[src/rtl/c7bbiu_rd_arb_rr.sv]
// c7bbiu_rd_arb_rr: N-port AXI read-address arbiter and read-data router.
// Grants one requester at a time in round-robin order, limits outstanding bursts per port,
// routes R beats back by ID and can silently drop all in-flight data of a cancelled port.
`timescale 1ns/1ps

module c7bbiu_rd_arb_rr #(
    parameter int unsigned NPORT    = 3,
    parameter int unsigned ADDR_W   = 32,
    parameter int unsigned DATA_W   = 64,
    parameter int unsigned ID_W     = 4,
    parameter int unsigned MAX_OUTS = 4
) (
    input  logic                    clk,
    input  logic                    reset,
    input  logic [NPORT-1:0]        req_val,
    input  logic [NPORT*ADDR_W-1:0] req_addr,
    input  logic [NPORT*8-1:0]      req_len,
    input  logic [NPORT*3-1:0]      req_size,
    input  logic [NPORT-1:0]        req_cancel,
    output logic [NPORT-1:0]        req_ack,
    output logic                    ar_valid,
    input  logic                    ar_ready,
    output logic [ID_W-1:0]         ar_id,
    output logic [ADDR_W-1:0]       ar_addr,
    output logic [7:0]              ar_len,
    output logic [2:0]              ar_size,
    output logic [1:0]              ar_burst,
    input  logic                    r_valid,
    output logic                    r_ready,
    input  logic [ID_W-1:0]         r_id,
    input  logic [DATA_W-1:0]       r_data,
    input  logic                    r_last,
    input  logic [1:0]              r_resp,
    output logic [NPORT-1:0]        rsp_val,
    output logic [DATA_W-1:0]       rsp_data,
    output logic                    rsp_last,
    output logic                    rsp_err
);

    localparam int unsigned PTR_W = (NPORT > 1) ? $clog2(NPORT) : 1;
    localparam int unsigned CNT_W = $clog2(MAX_OUTS + 1);
    localparam logic [CNT_W-1:0] CntMax = CNT_W'(MAX_OUTS);

    typedef enum logic [0:0] {StIdle, StIssue} ar_state_e;

    ar_state_e         state_q, state_d;
    logic [PTR_W-1:0]  rr_ptr_q, rr_ptr_d;
    logic [PTR_W-1:0]  ar_port_q;
    logic [ADDR_W-1:0] ar_addr_q;
    logic [7:0]        ar_len_q;
    logic [2:0]        ar_size_q;

    logic [CNT_W-1:0]  outs_q [NPORT];
    logic [CNT_W-1:0]  outs_d [NPORT];
    logic [CNT_W-1:0]  drop_q [NPORT];
    logic [CNT_W-1:0]  drop_d [NPORT];

    logic              r_ready_q;
    logic [NPORT-1:0]  rsp_val_q, rsp_val_d;
    logic [DATA_W-1:0] rsp_data_q;
    logic              rsp_last_q;
    logic              rsp_err_q;

    logic [NPORT-1:0]  eligible;
    logic              grant_any;
    logic [PTR_W-1:0]  grant_idx;
    logic              grant_ok;
    logic              ar_hs;
    logic              beat;
    logic              unused_resp;

    assign unused_resp = r_resp[0];

    // A port may compete only while it has room for another outstanding burst.
    always_comb begin
        eligible = '0;
        for (int unsigned p = 0; p < NPORT; p++) begin
            eligible[p] = req_val[p] && (outs_q[p] < CntMax);
        end
    end

    // Round-robin search: first eligible port at or after rr_ptr, wrapping.
    always_comb begin
        int unsigned idx;
        idx       = 0;
        grant_any = 1'b0;
        grant_idx = '0;
        for (int unsigned i = 0; i < NPORT; i++) begin
            idx = (32'(rr_ptr_q) + i) % NPORT;
            if (!grant_any && eligible[idx[PTR_W-1:0]]) begin
                grant_any = 1'b1;
                grant_idx = idx[PTR_W-1:0];
            end
        end
    end

    assign grant_ok = (state_q == StIdle) && grant_any && !reset;
    assign req_ack  = grant_ok ? (NPORT'(1) << grant_idx) : '0;
    assign ar_hs    = (state_q == StIssue) && ar_ready;
    assign beat     = r_valid && r_ready_q;

    // AR FSM next state; the pointer advances past the port only once its AR is accepted.
    always_comb begin
        state_d  = state_q;
        rr_ptr_d = rr_ptr_q;
        unique case (state_q)
            StIdle: begin
                if (grant_ok) state_d = StIssue;
            end
            StIssue: begin
                if (ar_ready) begin
                    state_d  = StIdle;
                    rr_ptr_d = (32'(ar_port_q) == NPORT - 1) ? '0 : ar_port_q + 1'b1;
                end
            end
            default: state_d = StIdle;
        endcase
    end

    // Per-port outstanding and drop counters.
    always_comb begin
        logic inc, dec, pend;
        inc  = 1'b0;
        dec  = 1'b0;
        pend = 1'b0;
        for (int unsigned p = 0; p < NPORT; p++) begin
            inc  = ar_hs && (32'(ar_port_q) == p);
            pend = (state_q == StIssue) && (32'(ar_port_q) == p);
            dec  = beat && r_last && (32'(r_id) == p);

            outs_d[p] = outs_q[p];
            if (inc && !dec && outs_q[p] != CntMax) begin
                outs_d[p] = outs_q[p] + 1'b1;
            end else if (dec && !inc && outs_q[p] != '0) begin
                outs_d[p] = outs_q[p] - 1'b1;
            end

            // Cancel covers every burst in flight plus one still waiting on AR; a burst
            // finishing in this very cycle is no longer in flight and is not counted.
            drop_d[p] = drop_q[p];
            if (req_cancel[p]) begin
                drop_d[p] = outs_q[p] + CNT_W'(pend) - CNT_W'(dec && outs_q[p] != '0);
            end else if (dec && drop_q[p] != '0) begin
                drop_d[p] = drop_q[p] - 1'b1;
            end
        end
    end

    // A beat is forwarded only to a known port that expects data and is not draining.
    always_comb begin
        rsp_val_d = '0;
        for (int unsigned p = 0; p < NPORT; p++) begin
            if (beat && (32'(r_id) == p) && outs_q[p] != '0 && drop_q[p] == '0) begin
                rsp_val_d[p] = 1'b1;
            end
        end
    end

    // AR state, round-robin pointer and captured request fields.
    always_ff @(posedge clk or posedge reset) begin
        if (reset) begin
            state_q   <= StIdle;
            rr_ptr_q  <= '0;
            ar_port_q <= '0;
            ar_addr_q <= '0;
            ar_len_q  <= '0;
            ar_size_q <= '0;
        end else begin
            state_q  <= state_d;
            rr_ptr_q <= rr_ptr_d;
            if (grant_ok) begin
                ar_port_q <= grant_idx;
                ar_addr_q <= req_addr[grant_idx*ADDR_W +: ADDR_W];
                ar_len_q  <= req_len[grant_idx*8 +: 8];
                ar_size_q <= req_size[grant_idx*3 +: 3];
            end
        end
    end

    // Outstanding and drop counter registers.
    always_ff @(posedge clk or posedge reset) begin
        if (reset) begin
            for (int unsigned p = 0; p < NPORT; p++) begin
                outs_q[p] <= '0;
                drop_q[p] <= '0;
            end
        end else begin
            for (int unsigned p = 0; p < NPORT; p++) begin
                outs_q[p] <= outs_d[p];
                drop_q[p] <= drop_d[p];
            end
        end
    end

    // R path: always ready out of reset, every beat registered onto the shared response bus.
    always_ff @(posedge clk or posedge reset) begin
        if (reset) begin
            r_ready_q  <= 1'b0;
            rsp_val_q  <= '0;
            rsp_data_q <= '0;
            rsp_last_q <= 1'b0;
            rsp_err_q  <= 1'b0;
        end else begin
            r_ready_q <= 1'b1;
            rsp_val_q <= rsp_val_d;
            if (beat) begin
                rsp_data_q <= r_data;
                rsp_last_q <= r_last;
                rsp_err_q  <= r_resp[1];
            end
        end
    end

    assign ar_valid = (state_q == StIssue);
    assign ar_id    = ID_W'(ar_port_q);
    assign ar_addr  = ar_addr_q;
    assign ar_len   = ar_len_q;
    assign ar_size  = ar_size_q;
    assign ar_burst = (ar_len_q != 8'd0) ? 2'b01 : 2'b00;
    assign r_ready  = r_ready_q;
    assign rsp_val  = rsp_val_q;
    assign rsp_data = rsp_data_q;
    assign rsp_last = rsp_last_q;
    assign rsp_err  = rsp_err_q;

endmodule

[config.mk]
export PLATFORM = sky130hd
export DESIGN_NAME = c7bbiu_rd_arb_rr
export DESIGN_NICKNAME = d
export VERILOG_FILES = /design/src/rtl/c7bbiu_rd_arb_rr.sv
export SDC_FILE = /design/constraint.sdc
export NUM_CORES = 1
export LEC_CHECK = 0
export BUFFER_PORTS_ARGS = -buffer_cell sky130_fd_sc_hd__buf_4
export CORE_MARGIN = 1
export CORE_UTILIZATION = 35
export CTS_CLUSTER_DIAMETER = 150
export DETAILED_ROUTE_END_ITERATION = 6
export GPL_ROUTABILITY_DRIVEN = 0
export PLACE_DENSITY_LB_ADDON = 0.3
export SETUP_SLACK_MARGIN = 0.02
export SLEW_MARGIN = 20
export SYNTH_ARGS = -nofsm -noshare
export SYNTH_HDL_FRONTEND = slang
export SYNTH_SLANG_ARGS = --single-unit
[constraint.sdc]
create_clock -name clk -period 12.9 [get_ports clk]
set_input_delay 1.29 -clock clk [delete_from_list [all_inputs] [get_ports clk]]
set_output_delay 1.29 -clock clk [all_outputs]
set_load 0.03 [all_outputs]
**Word level (Yosys, flattened, before mapping)**

Cells that the tools add are included.

- Add/subtract/negate cells: 18
- $mul: 1
- Div/mod/pow operators: 3
- Order comparisons: 6
- Equal/unequal tests: 7
- Shifts and indexed selects: 4
- Mux-type cells: 33
- Bitwise operators: 1
- Reduce and logical (&&, ||, !) cells: 74

Operators by type and width:

| cell | count |
|---|---|
| $shiftx A96 B8 Y32 | 1 |
| $mod A32 B2 Y32 const B | 2 |
| $logic_and A1 B1 Y1 | 46 |
| $mux W3 | 13 |
| $mod A2 B2 Y32 const B | 1 |
| $shiftx A24 B6 Y8 | 1 |
| $reduce_bool A3 Y1 | 6 |
| $sub A3 B1 Y3 const B | 6 |
| $mux W1 | 12 |
| $reduce_bool A2 Y1 | 6 |
| $add A3 B1 Y3 | 3 |
| $add A3 B1 Y3 const B | 3 |
| $logic_not A1 Y1 | 9 |
| $logic_not A3 Y1 | 3 |
| $lt A2 B3 Y1 const B | 3 |
| $lt A3 B3 Y1 const B | 3 |
| $ne A3 B3 Y1 const B | 3 |
| $shiftx A9 B5 Y3 | 1 |
| $sub A3 B1 Y3 | 3 |
| $mux W2 | 4 |
| $reduce_bool A8 Y1 | 1 |
| $bmux W1 S2 | 3 |
| $eq A4 B1 Y1 const B | 1 |
| $eq A4 B2 Y1 const B | 1 |
| 12 further kinds | 12 |

- Flip-flop bits (word level): 136
- Logic and storage cells: 164

**Longest topological paths before layout**

Gate-level depths: netlist of the first run.

- Depth in word-level cells: 15
- Mapped depth: 12
- Gate-level depth less buffers: 12

**Least setup slack after synthesis of the first run**

No wires, ideal clock.

- Path kind: input to output
- Start point: input req_val[0]
- End point: output req_ack[0]
- Data arrival time: 2.571 ns
- Setup slack: 9.039 ns
- Cell stages on the path: 6
- Cell sequence: or4b_4 a21oi_1 a311o_2 buf_12 buf_12 and2_1

- Cells in the longest elaborated chain, start to end: 13
- Elaborated cells between the ends (all ways): 21
- Classes of those cells: 1 x shift; 13 x mux; 7 x reduce/logical

Ends and longest elaborated chain:

| item | RTL line | text |
|---|---|---|
| start, declared | 15 | `input logic [NPORT-1:0] req_val,` |
| $logic_and A1 B1 Y1 (*) | 78 | `eligible[p] = req_val[p] && (outs_q[p] < CntMax);` |
| $bmux W1 S2 | 90 | `if (!grant_any && eligible[idx[PTR_W-1:0]]) begin` |
| $mux W1 (not written as such) | 90 |  |
| $mux W1 | 90 |  |
| $logic_not A1 Y1 | 90 |  |
| $logic_and A1 B1 Y1 | 90 |  |
| $mux W1 | 90 |  |
| $logic_not A1 Y1 | 90 |  |
| $logic_and A1 B1 Y1 | 90 |  |
| $mux W1 | 90 |  |
| $logic_and A1 B1 Y1 (2 in series) | 97 | `assign grant_ok = (state_q == StIdle) && grant_any && !reset;` |
| $mux W3 (*) | 98 | `assign req_ack = grant_ok ? (NPORT'(1) << grant_idx) : '0;` |
| end, declared | 20 | `output logic [NPORT-1:0] req_ack,` |

Every way passes the cells marked *; elsewhere a longest branch is shown, timed or not. The select of a mux whose other input is x is not followed.

**Worst setup path in the final report of the first run**

- Start point: input req_val[1]
- End point: output req_ack[0]

Same word-level chain as after synthesis.

==> results.md, run 1 <==
- Status: completed
- Fin area: 10400 µm²
- Total Wirelength: 18600 µm
- Clock transition at path regs: 0.06 ns
- Post-synth top flop: dfrtp_1
- Drt wl/cell: 15.4 µm
- Detailed Routing Iterations Pass 1: 4
- Post-CTS Resized: 0
- FF-to-FF setup slack: 10.01 ns
- Sequential area share after synthesis: 47.0%
- Pin count of the biggest net entering global routing: 88
- Min-delay src: rsp_data[2]$_DFFE_PP0N_
- Leakage: 0.00479 µW
- DRT antenna net count: 0
- Total GRT Usage: 17.9%
- Crit-path max FO: 87
- Crit share post-route: 38.8%
- Initial Util: 35.8%
- Synth Instances: 612
- Max-Cap Viols: 0
- Setup TNS: 0 ns
- Core ar.: 20200 µm²
- Die ar.: 21300 µm²
- RSZ-0062 raised after global routing: no
- Initial antenna violation count: 0
- Placed Area: 9810 µm²
- CTS buffer count: 17
- Critical Path Sink Type: primary output
- IO Count: 333
- Worst-Skew Late Latency: 0.41 ns
- Setup Skew: 0.0124 ns
- Max Freq: 200 MHz
- Endpoints failing setup: 0
- Reg2reg end: drop_q[8]$_DFFE_PP0P_
- # DRC: 0
- Synth-to-Final Area Change: 43.7%
- Top-area cell type share of the netlist area: 47.0%
- Average cell area after synthesis: 11.8 µm²
- Synthesis-stage register bit count: 136
- EDFF count, synth: 0
- Die height: 146 µm
- # clock sinks: 136
- Final hold violations: 0
- Crit path from: req_val[1]
- Slew headroom: 30.6%
- Min cycle time layout: 5.00 ns
- Mapped Area: 7240 µm²
- Root buffer cell: clkbuf_16
- Via Count: 5810
- First-pass GRT wire length: 30000 µm
- H-Tree Depth: 4
- Yosys cell types: 53
- CTS Buffer Depth: 2
- Buffers inserted by post-CTS timing repair: 0
- CTS tree: built
- Routed wl met3: 1410 µm
- PD cells: 226 nW/µm²
- Gr ovfl total: 0
- CP Launch Type: input pin
- Worst hold path class: reg2reg
- Final Util: 51.4%
- Crit path to: req_ack[0]
- Worst R2R Path Depth: 11
- Proportion of layout cells with a drive suffix above 1: 56.4%
- I/O Buffers: 328
- Fin. max-slew vios: 0
- Chip width: 146 µm
- Critical Path AT: 3.71 ns
- Nets: 1154
- Synth area leader: dfrtp_1
- Worst-margin pin slew: 1.04 ns
- Met2 routed WL: 9220 µm
- Synth warn: 0
- Most frequent cells in the layout: buf_4, dfrtp_1, mux2_2
- FILL cells: 1847
- Number of global-route vias before repair: 5816
- Hold_buf cts: 0
- Num rows: 52
- Uppermost layer routed: met4
- Vias/cell: 4.81
- VDD IR-drop max: 0.142 mV
- Met1 WL: 7770 µm
- Antenna Cells: 0
- HPWL Detailed: 14300 µm
- Worst r2r src: r_ready$_DFF_PP0_
- Critical Path RT: 11.61 ns
- Ranking of synthesized cells by area: dfrtp_1, mux2_2, a22oi_2
- Ys async rst share: 100%
- Commonest non-fill, non-tap cell in the layout: buf_4
- Kind of critical path: in2out
- Initial detailed-routing violation count: 172
[layer usage]
| layer | vias up | global-route usage, % |
|---|---|---|
| li1 | 2839 | - |
| met1 | 2726 | 21.9 |
| met2 | 231 | 30.4 |
| met3 | 14 | 5.61 |
| met4 | 0 | 4.79 |
| met5 | - | 0 |
[synthesized netlist by cell type (5+ instances only)]
library cell	count
buf_4	7
o21ai_0	9
nor4_1	6
buf_2	15
ha_1	14
clkbuf_1	12
a22oi_2	40
nor3_1	8
nor2_1	58
nand2_1	22
inv_1	26
buf_12	5
nand3_1	5
a22o_1	43
nor2b_1	5
a21oi_2	39
mux2_2	69
dfrtp_1	136
a21oi_1	12
xnor2_1	12
buf_6	6
fa_1	6
[final cells by class]
cell class	count	area, µm²	share of cell area, %
Inverter	26	103	0.986
Tap cell	270	338	3.25
Sequential cell	136	3400	32.7
Clock inverter	14	153	1.47
Multi-Input combinational cell	407	3440	33.1
Clock buffer	18	439	4.22
Timing Repair Buffer	336	2520	24.2
[stage by stage]
step	worst slack [ns]	instances	hold slack, ns	power, µW
after floorplan	7.97	614	0.469	1590
after detailed placement	7.88	1175	0.494	1890
after global routing	7.66	1207	0.519	2510
after global placement	7.88	1175	0.488	1870
final	7.90	1207	0.504	2350
after CTS	7.88	1207	0.509	2390
[sequential cells by signal, indices dropped and copies added, names as in the netlist]
register,cells
ar_valid,1
ar_addr,32
rsp_data,64
ar_len,8
drop_q,9
outs_q,9
rsp_val,3
ar_port_q,2
rsp_err,1
rr_ptr_q,2
ar_size,3
r_ready,1
rsp_last,1
[critical path, stage by stage]
cell and delay (ns):
buf_4 0.08, nor2b_1 0.49, o2bb2ai_1 0.19, a221oi_4 0.40, buf_4 0.81, and2_1 0.24, buf_4 0.16
[worst min-delay path by stage]
stage / endpoint / slack (ns) / cells past startpoint
after global placement: rsp_data[27]$_DFFE_PP0N_ / 0.49 / 1
after floorplan: rr_ptr_q[1]$_DFFE_PP0P_ / 0.47 / 2
after CTS: rsp_data[2]$_DFFE_PP0N_ / 0.51 / 1
after global routing: rsp_data[45]$_DFFE_PP0N_ / 0.52 / 1
final: rsp_data[2]$_DFFE_PP0N_ / 0.50 / 1
after detailed placement: rsp_data[2]$_DFFE_PP0N_ / 0.49 / 1
[kinds of logic after synthesis]
group / after synthesis / share of synthesized area, %
buffers and inverters: 71 / 6.05
multiplexers: 72 / 11.1
AO/OA/AOI/OAI: 172 / 21.6
flip-flops: 136 / 47.0
AND/OR/NAND/NOR: 123 / 8.05
XOR/XNOR: 16 / 1.94
other: 2 / 0.104
adder cells (fa/ha/maj): 20 / 4.08
[report_power, final]
part           switching, µW  internal (µW)
registers                103            562
clock network            203            279
logic                    723            482
Power figures use the tool's default switching activity.
==> inputs of run 2 (changes only) <==
==> constraint.sdc (replaced) <==
create_clock -name clk -period 5 [get_ports clk]
set_input_delay 0.5 -clock clk [delete_from_list [all_inputs] [get_ports clk]]
set_output_delay 0.5 -clock clk [all_outputs]
set_load 0.03 [all_outputs]
==> run 2 against run 1 <==
Compared with the run above:
- sequential cell count did not move
- non-clock buffer count did not move
- worst hold slack worse by 0.25 ns
- sequential share of layout area down 0.067 points
- design area increased by 0.20%
- power increased to 2.6 times the previous value
- critical path depth unchanged
- global-route usage fell by 0.17 points
- clock power grew to 2.7 times the previous value
- combinational power increased to 2.6 times the previous value
- highest routed layer unchanged
==> results.md, run 2 (same netlist as run 1, synthesis figures left out) <==
- Clock transition at path regs: 0.06 ns (about the same)
- HPWL Detailed: 14400 µm (+1.0%)
- Slowest CP cell: a311o_2
- Leakage: 0.00480 µW (+0.20%)
- Die height: 146 µm (unchanged)
- Worst-Skew Late Latency: 0.42 ns (about the same)
- Synth-to-Final Area Change: 44.0%
- Hold_buf cts: 0 (unchanged)
- Crit-path max FO: 27 (-69%)
- Die ar.: 21300 µm² (unchanged)
- Placed cells: 1175 (unchanged)
- Max reg flops: 64 (unchanged)
- Endpoints failing setup: 0 (unchanged)
- Slew headroom: 32.0% (+1.3 points)
- Layout Cells excl Fill: 1206 (-0.083%)
- CP Launch Type: flop
- Via Count: 5744 (-1.1%)
- Fin. max-slew vios: 0 (unchanged)
- Commonest non-fill, non-tap cell in the layout: buf_4
- Critical path, cell by cell: inv_1 > ha_1 > or4b_4 > a21oi_1 > a311o_2 > and2_1 > buf_4
- DRT antenna net count: 0 (unchanged)
- Critical Path AT: 2.96 ns (-0.75 ns)
- # clock sinks: 136 (unchanged)
- Status: completed
- Kind of critical path: reg2out
- Worst-margin pin slew: 1.02 ns (-0.0201 ns)
- Post-CTS Resized: 0 (unchanged)
- Nets: 1154 (unchanged)
- Initial Util: 35.8% (unchanged)
- Final Util: 51.5% (+0.11 points)
- CTS Buffer Depth: 2 (unchanged)
- Drt wl/cell: 15.6 µm (+1.6%)
- Setup Skew: 0.0112 ns (-0.00122 ns)
- Crit share post-route: 69.2%
- First-pass GRT wire length: 29500 µm (-1.7%)
- Num rows: 52 (unchanged)
- Critical Path RT: 4.50 ns (-7.11 ns)
- Worst hold path class: in2async
- Gr ovfl total: 0 (unchanged)
- Proportion of layout cells with a drive suffix above 1: 56.3% (about the same)
- Initial antenna violation count: 0 (unchanged)
- Pin count of the biggest net entering global routing: 100 (+14%)
- CTS buffer count: 17 (unchanged)
- RSZ-0062 raised after global routing: no
- Chip width: 146 µm (unchanged)
- FILL cells: 1830 (-0.92%)
- Setup TNS: 0 ns (unchanged)
- Min cycle time layout: 3.46 ns
- Root buffer cell: clkbuf_16
- # DRC: 0 (unchanged)
- Top delay family on crit path: compound AO/OA/AOI/OAI gates
- I/O Buffers: 328 (unchanged)
- Buffers inserted by post-CTS timing repair: 0 (unchanged)
- Final hold violations: 0 (unchanged)
- PD cells: 589 nW/µm² (+160%)
- VDD IR-drop max: 0.403 mV (+180%)
- Most frequent cells in the layout: buf_4, dfrtp_1, mux2_2
- Core ar.: 20200 µm² (unchanged)
- Total GRT Usage: 17.7% (-0.17 points)
- CTS tree: built
- IO Count: 333 (unchanged)
- Detailed Routing Iterations Pass 1: 4 (unchanged)
- Initial detailed-routing violation count: 124 (-28%)
- Total Wirelength: 18900 µm (+1.6%)
- Critical Path Sink Type: primary output
- Max-Cap Viols: 0 (unchanged)
- Antenna Cells: 0 (unchanged)
- Worst Path Buf+Inv: 2 (-1)
- Vias/cell: 4.76 (-1.1%)
- Max incr delay on CP: 0.62 ns (-0.19 ns)
- Max Freq: 289 MHz
- H-Tree Depth: 4 (unchanged)
- Number of global-route vias before repair: 5738 (-1.3%)
## run 2: cell count changes in the layout (fill, tap and decap cells not counted), sizes merged
cell,change
bufinv,+2
clkbuf,-1
clkinv,-1
inv,-1
## run 2: final cells by class
| type | instances | area, µm² | share of cell area [%] |
|---|---|---|---|
| repair buffers | 336 | 2520 | 24.2 |
| flip-flops and latches | 136 | 3400 | 32.6 |
| inverters | 26 | 103 | 0.984 |
| multi-input cells | 407 | 3440 | 33.0 |
| well taps | 270 | 338 | 3.24 |
| clock inverters | 14 | 188 | 1.80 |
| clock buffers | 17 | 425 | 4.08 |
## run 2: per-layer routing
metal	track usage (%)	vias up	part of all wire [%]
met3	5.45	19	7.7
li1	-	2824	-
met5	0	-	0
met4	5.21	0	1.2
met1	20.8	2659	41
met2	31.0	242	50
## run 2: report_power, final
part / total (µW) / switching [µW] / internal [µW] / leakage [µW]
clock network: 1320 / 522 / 798 / 0.000291
logic: 3100 / 1860 / 1240 / 0.00292
registers: 1720 / 266 / 1450 / 0.00159
## run 2: worst paths after layout
kind | startpoint | to | slack [ns] | cells after the start
setup / recovery | rr_ptr_q[0]$_DFFE_PP0P_ | req_ack[0] | 1.54 | 7
hold / removal | reset | ar_size[1]$_DFFE_PP0P_ | 0.25 | 2
setup reg to reg | rr_ptr_q[0]$_DFFE_PP0P_ | ar_addr[25]$_DFFE_PP0P_ | 1.99 | 8
hold reg to reg | rsp_data[15]$_DFFE_PP0N_ | rsp_data[15]$_DFFE_PP0N_ | 0.51 | 1
max in group asynchronous | reset | rsp_data[38]$_DFFE_PP0N_ | 3.69 | 3
min in group clk | r_id[0] | rsp_val[0]$_DFF_PP0_ | 0.27 | 2
## run 2: per-stage QoR
step	setup WS, ns	hold WS [ns]	power (µW)	instance area, µm²
floorplan	0.861	0.469	4090	7250
global placement	1.89	0.488	4840	9810
detailed placement	1.81	0.494	4890	9810
CTS	1.47	0.249	6240	10400
global route	1.35	0.260	6540	10400
finish	1.54	0.254	6140	10400
## run 2: worst register-to-register path, cell delays in order (launching register included)
cell	delay [ns]
dfrtp_1	0.37
inv_1	0.05
ha_1	0.38
or4b_4	0.57
a21oi_1	0.17
a311o_2	0.62
buf_4	0.44
a22oi_2	0.16
a21oi_2	0.17
==> inputs of run 3 (changes only) <==
==> constraint.sdc (replaced) <==
create_clock -name clk -period 3.1 [get_ports clk]
set_input_delay 0.31 -clock clk [delete_from_list [all_inputs] [get_ports clk]]
set_output_delay 0.31 -clock clk [all_outputs]
set_load 0.03 [all_outputs]
==> run 3 against run 2 <==
Compared with the run above:
- final cell count grew 0.33%
- die area did not move
- clock power up 47%
- register-to-register slack got worse by 1.7 ns
- count of clock-buffer cells in the layout is 1 higher
- design area hardly changed
- utilization about the same
- routed wire length increased by 4.4%
- worst setup slack worse by 1.3 ns
- critical path depth is the same
- sequential power grew 62%
- critical endpoint is now req_ack[1]
==> results.md, run 3 (same netlist as run 1, synthesis figures left out) <==
- Endpoints failing setup: 0 (unchanged)
- Number of global-route vias before repair: 5867 (+2.2%)
- Leakage: 0.00480 µW (about the same)
- Worst Path Buf+Inv: 3 (+1)
- Max reg flops: 64 (unchanged)
- Final Worst Setup Slack: 0.203 ns (-1.34 ns)
- DP Worst Slack: 0.206 ns (-1.61 ns)
- Internal power: 5470 µW (+57%)
- Max-Cap Viols: 0 (unchanged)
- Crit-path max FO: 44 (+63%)
- Crit share post-route: 93.5%
- Status: completed
- First-pass GRT wire length: 31500 µm (+6.9%)
- Pin count of the biggest net entering global routing: 87 (-13%)
- Footprint of the multi-input gates: 3440 µm² (about the same)
- Gr ovfl total: 0 (unchanged)
- Initial detailed-routing violation count: 227 (+83%)
- DRT antenna net count: 0 (unchanged)
- Core ar.: 20200 µm² (unchanged)
- Root buffer cell: clkbuf_16
- Max Freq: 345 MHz
- # clock sinks: 136 (unchanged)
- RSZ-0062 raised after global routing: no
- Synth-to-Final Area Change: 44.0% (about the same)
- Critical Path RT: 2.79 ns (-1.71 ns)
- Buffers inserted by post-CTS timing repair: 0 (unchanged)
- H-Tree Depth: 4 (unchanged)
- Total Wirelength: 19700 µm (+4.4%)
- Die ar.: 21300 µm² (unchanged)
- Top delay family on crit path: simple AND/OR/NAND/NOR gates
- CP Launch Type: flop
- IO Count: 333 (unchanged)
- Chip width: 146 µm (unchanged)
- Power consumption: 9850 µW (+60%)
- # DRC: 0 (unchanged)
- Clk network pwr share: 19.7% (-1.8 points)
- Clock transition at path regs: 0.06 ns (about the same)
- FF+latch area: 3400 µm² (unchanged)
- VDD IR-drop max: 0.682 mV (+69%)
- Initial antenna violation count: 0 (unchanged)
- Min-delay src: r_id[0]
- CTS Buffer Depth: 2 (unchanged)
- Final hold violations: 0 (unchanged)
- Max incr delay on CP: 0.58 ns (-0.04 ns)
- Total GRT Usage: 19.1% (+1.4 points)
- Kind of critical path: reg2out
- Slew headroom: 38.5% (+6.5 points)
- Logic gate share of total power: 52.1% (+1.5 points)
- Detailed Routing Iterations Pass 1: 4 (unchanged)
- Die height: 146 µm (unchanged)
- FF-to-FF setup slack: 0.27 ns (-1.72 ns)
- Via Count: 5837 (+1.6%)
- Critical Path Sink Type: primary output
- Slowest CP cell: or4b_4
- Nets: 1157 (+0.26%)
- I/O Buffers: 328 (unchanged)
- Worst-margin pin slew: 0.922 ns (-0.0981 ns)
- FILL cells: 1834 (+0.22%)
- Fin area: 10400 µm² (about the same)
- Worst hold endpoint: rsp_val[0]$_DFF_PP0_
- Placed Area: 9860 µm² (+0.46%)
- Hold Path Depth: 2
- Most frequent cells in the layout: buf_4, dfrtp_1, mux2_2
- Placed cells: 1178 (+0.26%)
- Min cycle time layout: 2.90 ns
- Switching Power: 4380 µW (+65%)
- PD cells: 944 nW/µm² (+60%)
- Critical Path AT: 2.59 ns (-0.37 ns)
- Layout Cells excl Fill: 1210 (+0.33%)
- Worst R2R Path Depth: 10 (+2)
- Hold_buf cts: 0 (unchanged)
- Num rows: 52 (unchanged)
- Proportion of layout cells with a drive suffix above 1: 56.4% (+0.080 points)
- CTS tree: built
- Reg power frac: 28.2% (+0.2 points)
- Worst r2r src: r_ready$_DFF_PP0_
- Worst hold path class: in2reg
- Drt wl/cell: 16.3 µm (+4.1%)
- Worst-Skew Late Latency: 0.42 ns (about the same)
- Vias/cell: 4.82 (+1.3%)
- HPWL Detailed: 15100 µm (+4.6%)
- Setup Skew: 0.00837 ns (-0.00279 ns)
- Commonest non-fill, non-tap cell in the layout: buf_4
- Setup TNS: 0 ns (unchanged)
- Sw frac: 44.4% (+1.3 points)
- Initial Util: 35.8% (unchanged)
- Fin. max-slew vios: 0 (unchanged)
- CTS buffer count: 17 (unchanged)
- Antenna Cells: 0 (unchanged)
- Critical path, cell by cell: inv_1 > ha_1 > or4b_4 > o311a_1 > buf_6 > and3_1 > buf_4
- Reg2reg end: drop_q[8]$_DFFE_PP0P_
==> run 3: cell types whose count changed in the layout (fill, tap and decap cells not counted) <==
cell        before  now
clkinvlp_4       3    4
buf_12           0    2
clkinv_4         1    3
buf_6            0    1
bufinv_16        3    0
o311a_1          0    1
o311a_2          1    0
clkbuf_8         0    1
inv_8            2    1
clkinv_8         0    1
==> run 3: worst max-delay path by stage <==
stage / from / to / depth (start not counted)
final: rr_ptr_q[0]$_DFFE_PP0P_ / req_ack[1] / 7
after global routing: outs_q[5]$_DFFE_PP0P_ / req_ack[1] / 5
after CTS: rr_ptr_q[0]$_DFFE_PP0P_ / req_ack[1] / 7
after detailed placement: r_id[2] / drop_q[8]$_DFFE_PP0P_ / 11
after global placement: r_id[2] / drop_q[8]$_DFFE_PP0P_ / 11
after floorplan: r_ready$_DFF_PP0_ / drop_q[8]$_DFFE_PP0P_ / 11
==> run 3: metrics by stage <==
step	util (%)	hold slack [ns]
floorplan	-	0.382
global placement	48.7	0.487
detailed placement	48.7	0.494
CTS	51.5	0.0821
global route	51.5	0.0901
finish	51.5	0.102
==> run 3: timing repair <==
item	4_1_cts	5_1_grt
gates resized for setup	0	1
endpoints found under the setup margin	0	1
hold endpoints to repair	0	0
==> run 3: power groups by stage <==
stage	clock (µW)	combinational, µW	sequential, µW
final	1940	5130	2780
after global routing	2070	5540	2870
after CTS	2000	5190	2780
after detailed placement	0	5170	2810
after global placement	0	5090	2780
after floorplan	0	3070	3530
==> run 3: area by class of cell <==
class / count / share of cell area [%]
multi-input combinational: 407 / 33.0
sequential: 136 / 32.6
timing repair buffer: 339 / 24.7
clock buffer: 18 / 4.21
tap: 270 / 3.24
clock inverter: 14 / 1.24
inverter: 26 / 0.972
==> run 3: per-layer routing <==
layer | part of all wire [%] | GRT usage [%] | vias to the layer above
met2 | 50 | 32.3 | 238
met5 | 0 | 0 | -
li1 | - | - | 2829
met1 | 42 | 23.7 | 2750
met3 | 6.6 | 5.02 | 20
met4 | 1.5 | 6.11 | 0
